===== config.mk =====
export PLATFORM = sky130hd
export DESIGN_NAME = imem_uart_loader_flat
export DESIGN_NICKNAME = d
export VERILOG_FILES = /design/src/rtl/imem_uart_loader_if.sv /design/src/rtl/imem_uart_loader.sv /design/src/flat_wrapper.sv
export SDC_FILE = /design/constraint.sdc
export NUM_CORES = 1
export LEC_CHECK = 0
export ABC_AREA = 1
export ABC_CLOCK_PERIOD_IN_PS = 2240
export CAP_MARGIN = 5
export CORE_MARGIN = 1.5
export CORE_UTILIZATION = 58
export DETAILED_ROUTE_END_ITERATION = 12
export PLACE_DENSITY = 0.79
export RECOVER_POWER = 50
export SYNTH_ARGS = -nofsm -noshare
export SYNTH_HDL_FRONTEND = slang
export SYNTH_SLANG_ARGS = --single-unit

===== constraint.sdc =====
create_clock -name clk -period 2.24 [get_ports clk]
set_input_delay 0.448 -clock clk [delete_from_list [all_inputs] [get_ports clk]]
set_output_delay 0.448 -clock clk [all_outputs]
set_load 0.05 [all_outputs]

===== src/rtl/imem_uart_loader_if.sv =====
// Instruction-memory write bus driven by the UART boot loader.
//   imem_we    : one-cycle write strobe
//   imem_addr  : word address of the write (ADDR_W bits)
//   imem_wdata : 32-bit instruction word, valid while imem_we = 1
// master = loader side, slave = instruction memory side.
interface imem_uart_loader_if #(
  parameter int unsigned ADDR_W = 6
);
  logic              imem_we;
  logic [ADDR_W-1:0] imem_addr;
  logic [31:0]       imem_wdata;

  modport master (output imem_we, imem_addr, imem_wdata);
  modport slave  (input  imem_we, imem_addr, imem_wdata);
endinterface


===== src/rtl/imem_uart_loader.sv =====
// UART boot loader: receives a program image over rx and writes it word by word
// into instruction memory while holding the CPU in reset.
// Image: 16-bit little-endian word count N, then N little-endian 32-bit words.
// Ports:
//   clk      : system clock
//   rst      : asynchronous active-low reset
//   rx       : UART line, idle high, 8 data bits LSB first, 1 stop bit
//   imem     : imem_uart_loader_if.master (imem_we / imem_addr / imem_wdata)
//   cpu_hold : 1 = keep CPU in reset until the image is loaded
//   done     : image fully loaded, sticky until reset
//   err      : sticky error (framing, parity, address overflow)
// Parameters: CLKS_PER_BIT (>= 8) clocks per UART bit; ADDR_W (<= 16) imem word-address width.
// Optional feature: define IMEM_LOADER_PARITY_EN for 8E1 frames (even parity bit after D7).
module imem_uart_loader #(
  parameter int unsigned CLKS_PER_BIT = 868,
  parameter int unsigned ADDR_W       = 6
) (
  input  logic                clk,
  input  logic                rst,
  input  logic                rx,
  imem_uart_loader_if.master  imem,
  output logic                cpu_hold,
  output logic                done,
  output logic                err
);

  localparam int unsigned     CNT_W    = (CLKS_PER_BIT > 1) ? $clog2(CLKS_PER_BIT) : 1;
  localparam logic [CNT_W-1:0] BIT_LAST = CNT_W'(CLKS_PER_BIT - 1);
  localparam logic [CNT_W-1:0] BIT_HALF = CNT_W'(CLKS_PER_BIT / 2);

  typedef enum logic [2:0] {
    RX_IDLE,
    RX_START,
    RX_DATA,
`ifdef IMEM_LOADER_PARITY_EN
    RX_PAR,
`endif
    RX_STOP,
    RX_WAIT_HI
  } rx_state_e;

  typedef enum logic [1:0] {
    LD_CNT_LO,
    LD_CNT_HI,
    LD_DATA,
    LD_DONE
  } ld_state_e;

  // rx synchronizer plus one history flop for falling-edge detection
  logic rx_meta_q, rx_sync_q, rx_prev_q;
  logic rx_fall;

  always_ff @(posedge clk or negedge rst) begin
    if (!rst) begin
      rx_meta_q <= 1'b1;
      rx_sync_q <= 1'b1;
      rx_prev_q <= 1'b1;
    end else begin
      rx_meta_q <= rx;
      rx_sync_q <= rx_meta_q;
      rx_prev_q <= rx_sync_q;
    end
  end

  assign rx_fall = rx_prev_q & ~rx_sync_q;

  // UART receiver: start-edge resync, mid-bit sampling, one-cycle byte_valid
  rx_state_e        rx_state_q;
  logic [CNT_W-1:0] bit_cnt_q;
  logic [2:0]       bit_idx_q;
  logic [7:0]       shift_q;
  logic             byte_valid_q;
  logic             rx_err_q;
`ifdef IMEM_LOADER_PARITY_EN
  logic             par_bad_q;
`endif

  always_ff @(posedge clk or negedge rst) begin
    if (!rst) begin
      rx_state_q   <= RX_IDLE;
      bit_cnt_q    <= '0;
      bit_idx_q    <= '0;
      shift_q      <= '0;
      byte_valid_q <= 1'b0;
      rx_err_q     <= 1'b0;
`ifdef IMEM_LOADER_PARITY_EN
      par_bad_q    <= 1'b0;
`endif
    end else begin
      byte_valid_q <= 1'b0;
      rx_err_q     <= 1'b0;
      bit_cnt_q    <= (bit_cnt_q == BIT_LAST) ? '0 : bit_cnt_q + CNT_W'(1);
      case (rx_state_q)
        RX_IDLE: begin
          bit_cnt_q <= '0;
          if (rx_fall) rx_state_q <= RX_START;
        end
        RX_START: begin
          if (bit_cnt_q == BIT_HALF) begin
            // realign the timer to mid-bit; a high line here was only a glitch
            bit_cnt_q  <= '0;
            bit_idx_q  <= '0;
`ifdef IMEM_LOADER_PARITY_EN
            par_bad_q  <= 1'b0;
`endif
            rx_state_q <= rx_sync_q ? RX_IDLE : RX_DATA;
          end
        end
        RX_DATA: begin
          if (bit_cnt_q == BIT_LAST) begin
            shift_q   <= {rx_sync_q, shift_q[7:1]};
            bit_idx_q <= bit_idx_q + 3'd1;
            if (bit_idx_q == 3'd7) begin
`ifdef IMEM_LOADER_PARITY_EN
              rx_state_q <= RX_PAR;
`else
              rx_state_q <= RX_STOP;
`endif
            end
          end
        end
`ifdef IMEM_LOADER_PARITY_EN
        RX_PAR: begin
          if (bit_cnt_q == BIT_LAST) begin
            // even parity: data bits xor parity bit must be zero
            par_bad_q  <= (^shift_q) ^ rx_sync_q;
            rx_err_q   <= (^shift_q) ^ rx_sync_q;
            rx_state_q <= RX_STOP;
          end
        end
`endif
        RX_STOP: begin
          if (bit_cnt_q == BIT_LAST) begin
            if (rx_sync_q) begin
`ifdef IMEM_LOADER_PARITY_EN
              byte_valid_q <= ~par_bad_q;
`else
              byte_valid_q <= 1'b1;
`endif
              rx_state_q   <= RX_IDLE;
            end else begin
              rx_err_q   <= 1'b1;
              rx_state_q <= RX_WAIT_HI;
            end
          end
        end
        RX_WAIT_HI: begin
          if (rx_sync_q) rx_state_q <= RX_IDLE;
        end
        default: rx_state_q <= RX_IDLE;
      endcase
    end
  end

  // Image loader: word count, then words assembled LSB byte first
  ld_state_e         ld_state_q;
  logic [15:0]       count_q;
  logic [15:0]       word_idx_q;
  logic [1:0]        byte_idx_q;
  logic [23:0]       asm_q;
  logic              we_q;
  logic [ADDR_W-1:0] addr_q;
  logic [31:0]       wdata_q;
  logic              hold_q;
  logic              done_q;
  logic              err_q;
  logic              in_range;

  assign in_range = (word_idx_q >> ADDR_W) == 16'd0;

  always_ff @(posedge clk or negedge rst) begin
    if (!rst) begin
      ld_state_q <= LD_CNT_LO;
      count_q    <= '0;
      word_idx_q <= '0;
      byte_idx_q <= '0;
      asm_q      <= '0;
      we_q       <= 1'b0;
      addr_q     <= '0;
      wdata_q    <= '0;
      hold_q     <= 1'b1;
      done_q     <= 1'b0;
      err_q      <= 1'b0;
    end else begin
      we_q <= 1'b0;
      if (rx_err_q && ld_state_q != LD_DONE) err_q <= 1'b1;
      case (ld_state_q)
        LD_CNT_LO: begin
          if (byte_valid_q) begin
            count_q[7:0] <= shift_q;
            ld_state_q   <= LD_CNT_HI;
          end
        end
        LD_CNT_HI: begin
          if (byte_valid_q) begin
            count_q[15:8] <= shift_q;
            if ({shift_q, count_q[7:0]} == 16'd0) begin
              ld_state_q <= LD_DONE;
              done_q     <= 1'b1;
              hold_q     <= 1'b0;
            end else begin
              ld_state_q <= LD_DATA;
            end
          end
        end
        LD_DATA: begin
          if (byte_valid_q) begin
            byte_idx_q <= byte_idx_q + 2'd1;
            if (byte_idx_q != 2'd3) begin
              asm_q[{byte_idx_q, 3'b000} +: 8] <= shift_q;
            end else begin
              word_idx_q <= word_idx_q + 16'd1;
              if (in_range) begin
                we_q    <= 1'b1;
                addr_q  <= ADDR_W'(word_idx_q);
                wdata_q <= {shift_q, asm_q};
              end else begin
                err_q <= 1'b1;
              end
              // done follows one cycle later from LD_DONE, after the final strobe
              if (word_idx_q + 16'd1 == count_q) ld_state_q <= LD_DONE;
            end
          end
        end
        LD_DONE: begin
          done_q <= 1'b1;
          hold_q <= 1'b0;
        end
        default: ld_state_q <= LD_CNT_LO;
      endcase
    end
  end

  assign imem.imem_we    = we_q;
  assign imem.imem_addr  = addr_q;
  assign imem.imem_wdata = wdata_q;
  assign cpu_hold        = hold_q;
  assign done            = done_q;
  assign err             = err_q;

endmodule


===== src/flat_wrapper.sv =====
// flat-port wrapper written by rule: the top's interface ports become plain ports
module imem_uart_loader_flat 
#(
  parameter int unsigned CLKS_PER_BIT = 868,
  parameter int unsigned ADDR_W       = 6
)
  (clk, rst, rx, cpu_hold, done, err, imem_imem_we, imem_imem_addr, imem_imem_wdata);
  imem_uart_loader_if #(.ADDR_W(ADDR_W)) imem_i ();
  input  logic clk;
  input  logic rst;
  input  logic rx;
  output logic cpu_hold;
  output logic done;
  output logic err;
  output wire logic [$bits(imem_i.imem_we)-1:0] imem_imem_we;
  output wire logic [$bits(imem_i.imem_addr)-1:0] imem_imem_addr;
  output wire logic [$bits(imem_i.imem_wdata)-1:0] imem_imem_wdata;
  assign imem_imem_we = imem_i.imem_we;
  assign imem_imem_addr = imem_i.imem_addr;
  assign imem_imem_wdata = imem_i.imem_wdata;
  imem_uart_loader #(.CLKS_PER_BIT(CLKS_PER_BIT), .ADDR_W(ADDR_W)) u_core (.clk(clk), .rst(rst), .rx(rx), .imem(imem_i), .cpu_hold(cpu_hold), .done(done), .err(err));
endmodule

==> qor.yml <==
critical_path:
  slowest_delay_ns: 0.83
  cp_top_family: "buffers and inverters"
  path_cells: "clkdlybuf4s50_1"
  cp_slowest_cell: "clkdlybuf4s50_1"
  path_class: "flop to primary output"
  path_buf_inv: 1
  endpoint_kind: "primary output"
  start_kind: "flop"
  required_ns: 1.79
  cp_max_fo: 2
  arrival_ns: 1.71
sta:
  worst_pin_slew_ns: 1.154
  whs_ns: 0.3612
  fin_crit_ns: 2.155
  layout_setup_ws_ns: 0.08522
  setup_violations: 0
  finalCritPeriodShare: 0.9620
  tns_ns: 0
  clock_skew_ns: 0.007379
  maxSlewViolCount: 0
  hold_viol_final: 0
  fmax_ghz: 0.4641
  rsz0062_at_grt: "false"
  max_slew_margin: 0.2309
synthesis:
  synthesis.nets: 743
  ys_seq_area_frac: 0.5396
  yosysUniqueCellTypes: 35
  synth-seq-cells: 131
  synth_area_sq_um: 6085
  avgSynthCellArea_sq_um: 8.393
  syn_inst: 725
  yosys_warnings: 0
cts:
  tritoncts: "yes"
  clkTransAtPathRegs_ns: 0.06
  clock-sinks: 131
  clock_path_buffers: 2
  clockRootBuffer: "clkbuf_8"
  cts_made_buffers: 17
  clk_latency_ns: 0.53
  htreeDepth: 4
floorplanning:
  dieArea_sq_um: 11110
  row_count: 37
  dieHeight_um: 105.4
  start_util: 0.5947
  die_x_um: 105.4
  core_sq_um: 10230
  num_io_pins: 45
routing:
  drt_iter0_drc: 422
  drc: 0
  routed_wl_um: 13990
  antenna_left: 0
  first_pass_iters: 5
  wl_per_cell_um: 14.93
  viasPerCell: 5.395
  dr_total_vias: 5055
global_route:
  grt_pass1_vias: 4923
  grt_max_degree: 77
  grt_pass1_wl_um: 23630
  antenna_found_initial: 0
  grt_use_total: 0.2748
  overflow: 0
flow_run:
  cap_violations: 0
cells_and_area:
  final_cells: 937
  area_growth_pct: 20.28
  n_antenna_cell: 0
  fillers: 732
  drive_gt1_frac: 0.08489
  fin_nets: 806
  final_common_cell: "nand2_1"
  final_cell_mix: "178 x nand2_1, 126 x dfrtp_1, 105 x o21ai_0"
place:
  io_buffers: 44
  post-place-ws_ns: 0.04648
  gp_congestion: 0.8701
  dp_hpwl_um: 9845
  dp.cells: 903
pwr:
  vdd_ir_drop_max_mv: 0.5834
  cellLeakagePower_uw: 0.003254
  power_density_nw_per_um2: 749.1
status:
  status: "finished clean"
min_path:
  hold_class: "flop to flop"
metal layers:
layer | vias to the layer above | track usage | share of wire
met5 | - | 0 | 0
met4 | 0 | 0.1037 | 0.019
met3 | 26 | 0.05875 | 0.044
met2 | 140 | 0.4412 | 0.49
met1 | 2415 | 0.3693 | 0.45
li1 | 2474 | - | -
path summary, 6_finish.rpt:
kind / slack [ns] / from / cells after the start / end
setup reg to reg: 0.17 / u_core.ld_state_q[0]$_DFFE_PN0P_ / 7 / u_core.word_idx_q[6]$_DFFE_PN0P_
hold reg to reg: 0.36 / u_core.rx_meta_q$_DFF_PN1_ / 0 / u_core.rx_sync_q$_DFF_PN1_
max in group asynchronous: 0.45 / rst / 3 / u_core.rx_prev_q$_DFF_PN1_
hold / removal: 0.36 / u_core.rx_meta_q$_DFF_PN1_ / 0 / u_core.rx_sync_q$_DFF_PN1_
setup / recovery: 0.09 / u_core.err$_DFF_PN0_ / 1 / err
min in group asynchronous: 0.67 / rst / 2 / u_core.word_idx_q[7]$_DFFE_PN0P_
stage by stage:
stage / power [uW] / utilization / cell area [sq um]
finish: 5482 / 0.7153 / 7318
global route: 5691 / 0.7153 / 7318
floorplan: 2775 / - / 6085
CTS: 5522 / 0.7158 / 7323
global placement: 2888 / 0.6601 / 6754
detailed placement: 2916 / 0.6601 / 6754
area by class of cell:
| type | count | area (sq um) | area share |
|---|---|---|---|
| sequential | 131 | 3284 | 0.4488 |
| timing repair buffer | 62 | 575.6 | 0.07865 |
| multi-input combinational | 482 | 2375 | 0.3245 |
| inverter | 94 | 355.3 | 0.04856 |
| clock inverter | 13 | 126.4 | 0.01727 |
| tap | 136 | 170.2 | 0.02325 |
| clock buffer | 19 | 431.7 | 0.05898 |
power breakdown:
part	leakage, uW	switching [uW]	internal [uW]
logic	0.00118	287	117
clock network	0.000268	1090	1520
registers	0.00181	47.9	2420
total	0.00325	1420	4060
sequential cells by signal (all words and copies together) (netlist names):
register and flops:
u_core.asm_q 24, u_core.bit_cnt_q 10, u_core.bit_idx_q 3, u_core.byte_idx_q 2, u_core.byte_valid_q 1, u_core.count_q 16, u_core.cpu_hold 1, u_core.done 1
u_core.err 1, u_core.imem.imem_addr 6, u_core.imem.imem_wdata 32, u_core.imem.imem_we 1, u_core.ld_state_q 2, u_core.rx_err_q 1, u_core.rx_meta_q 1, u_core.rx_prev_q 1
u_core.rx_state_q 3, u_core.rx_sync_q 1, u_core.shift_q 8, u_core.word_idx_q 16
synthesized netlist by cell type:
master / count / area [sq um]
nand2_1: 178 / 668.1
dfrtp_1: 127 / 3178
o21ai_0: 105 / 525.5
inv_1: 92 / 345.3
nand3_1: 70 / 350.3
nor2_1: 50 / 187.7
ha_1: 15 / 187.7
clkbuf_1: 13 / 48.80
nand4_1: 8 / 50.05
nor2_2: 8 / 50.05
nor3_1: 8 / 40.04
a21oi_1: 6 / 30.03
dfstp_2: 4 / 105.1
nand2_2: 4 / 25.02
o21ai_1: 4 / 20.02
xor2_1: 4 / 35.03
buf_2: 3 / 15.01
nor2_4: 3 / 33.78
nor4_1: 3 / 18.77
a22o_1: 2 / 17.52
buf_1: 2 / 7.510
inv_2: 2 / 7.510
nor3b_1: 2 / 15.01
a211oi_1: 1 / 7.510
a221o_1: 1 / 10.01
a31oi_1: 1 / 6.260
and2_1: 1 / 6.260
nand3_2: 1 / 10.01
nand3b_1: 1 / 7.510
o211ai_1: 1 / 7.510
o21a_1: 1 / 7.510
o31ai_1: 1 / 7.510
or2_2: 1 / 6.260
xnor3_1: 1 / 22.52
xor3_1: 1 / 23.77
kinds of logic after synthesis:
family | synth area share
AO/OA/AOI/OAI | 0.1051
XOR/XNOR | 0.01336
adder cells (fa/ha/maj) | 0.03085
buffers and inverters | 0.06971
flip-flops | 0.5396
AND/OR/NAND/NOR | 0.2414
timing repair:
action | in CTS | in global routing
setup endpoints to repair | 2 | 2
setup buffers | 0 | 1
hold buffers | 1 | 0
gates resized for setup | 2 | 2
hold endpoints to repair | 17 | 0
(Power assumes the default switching activity.)
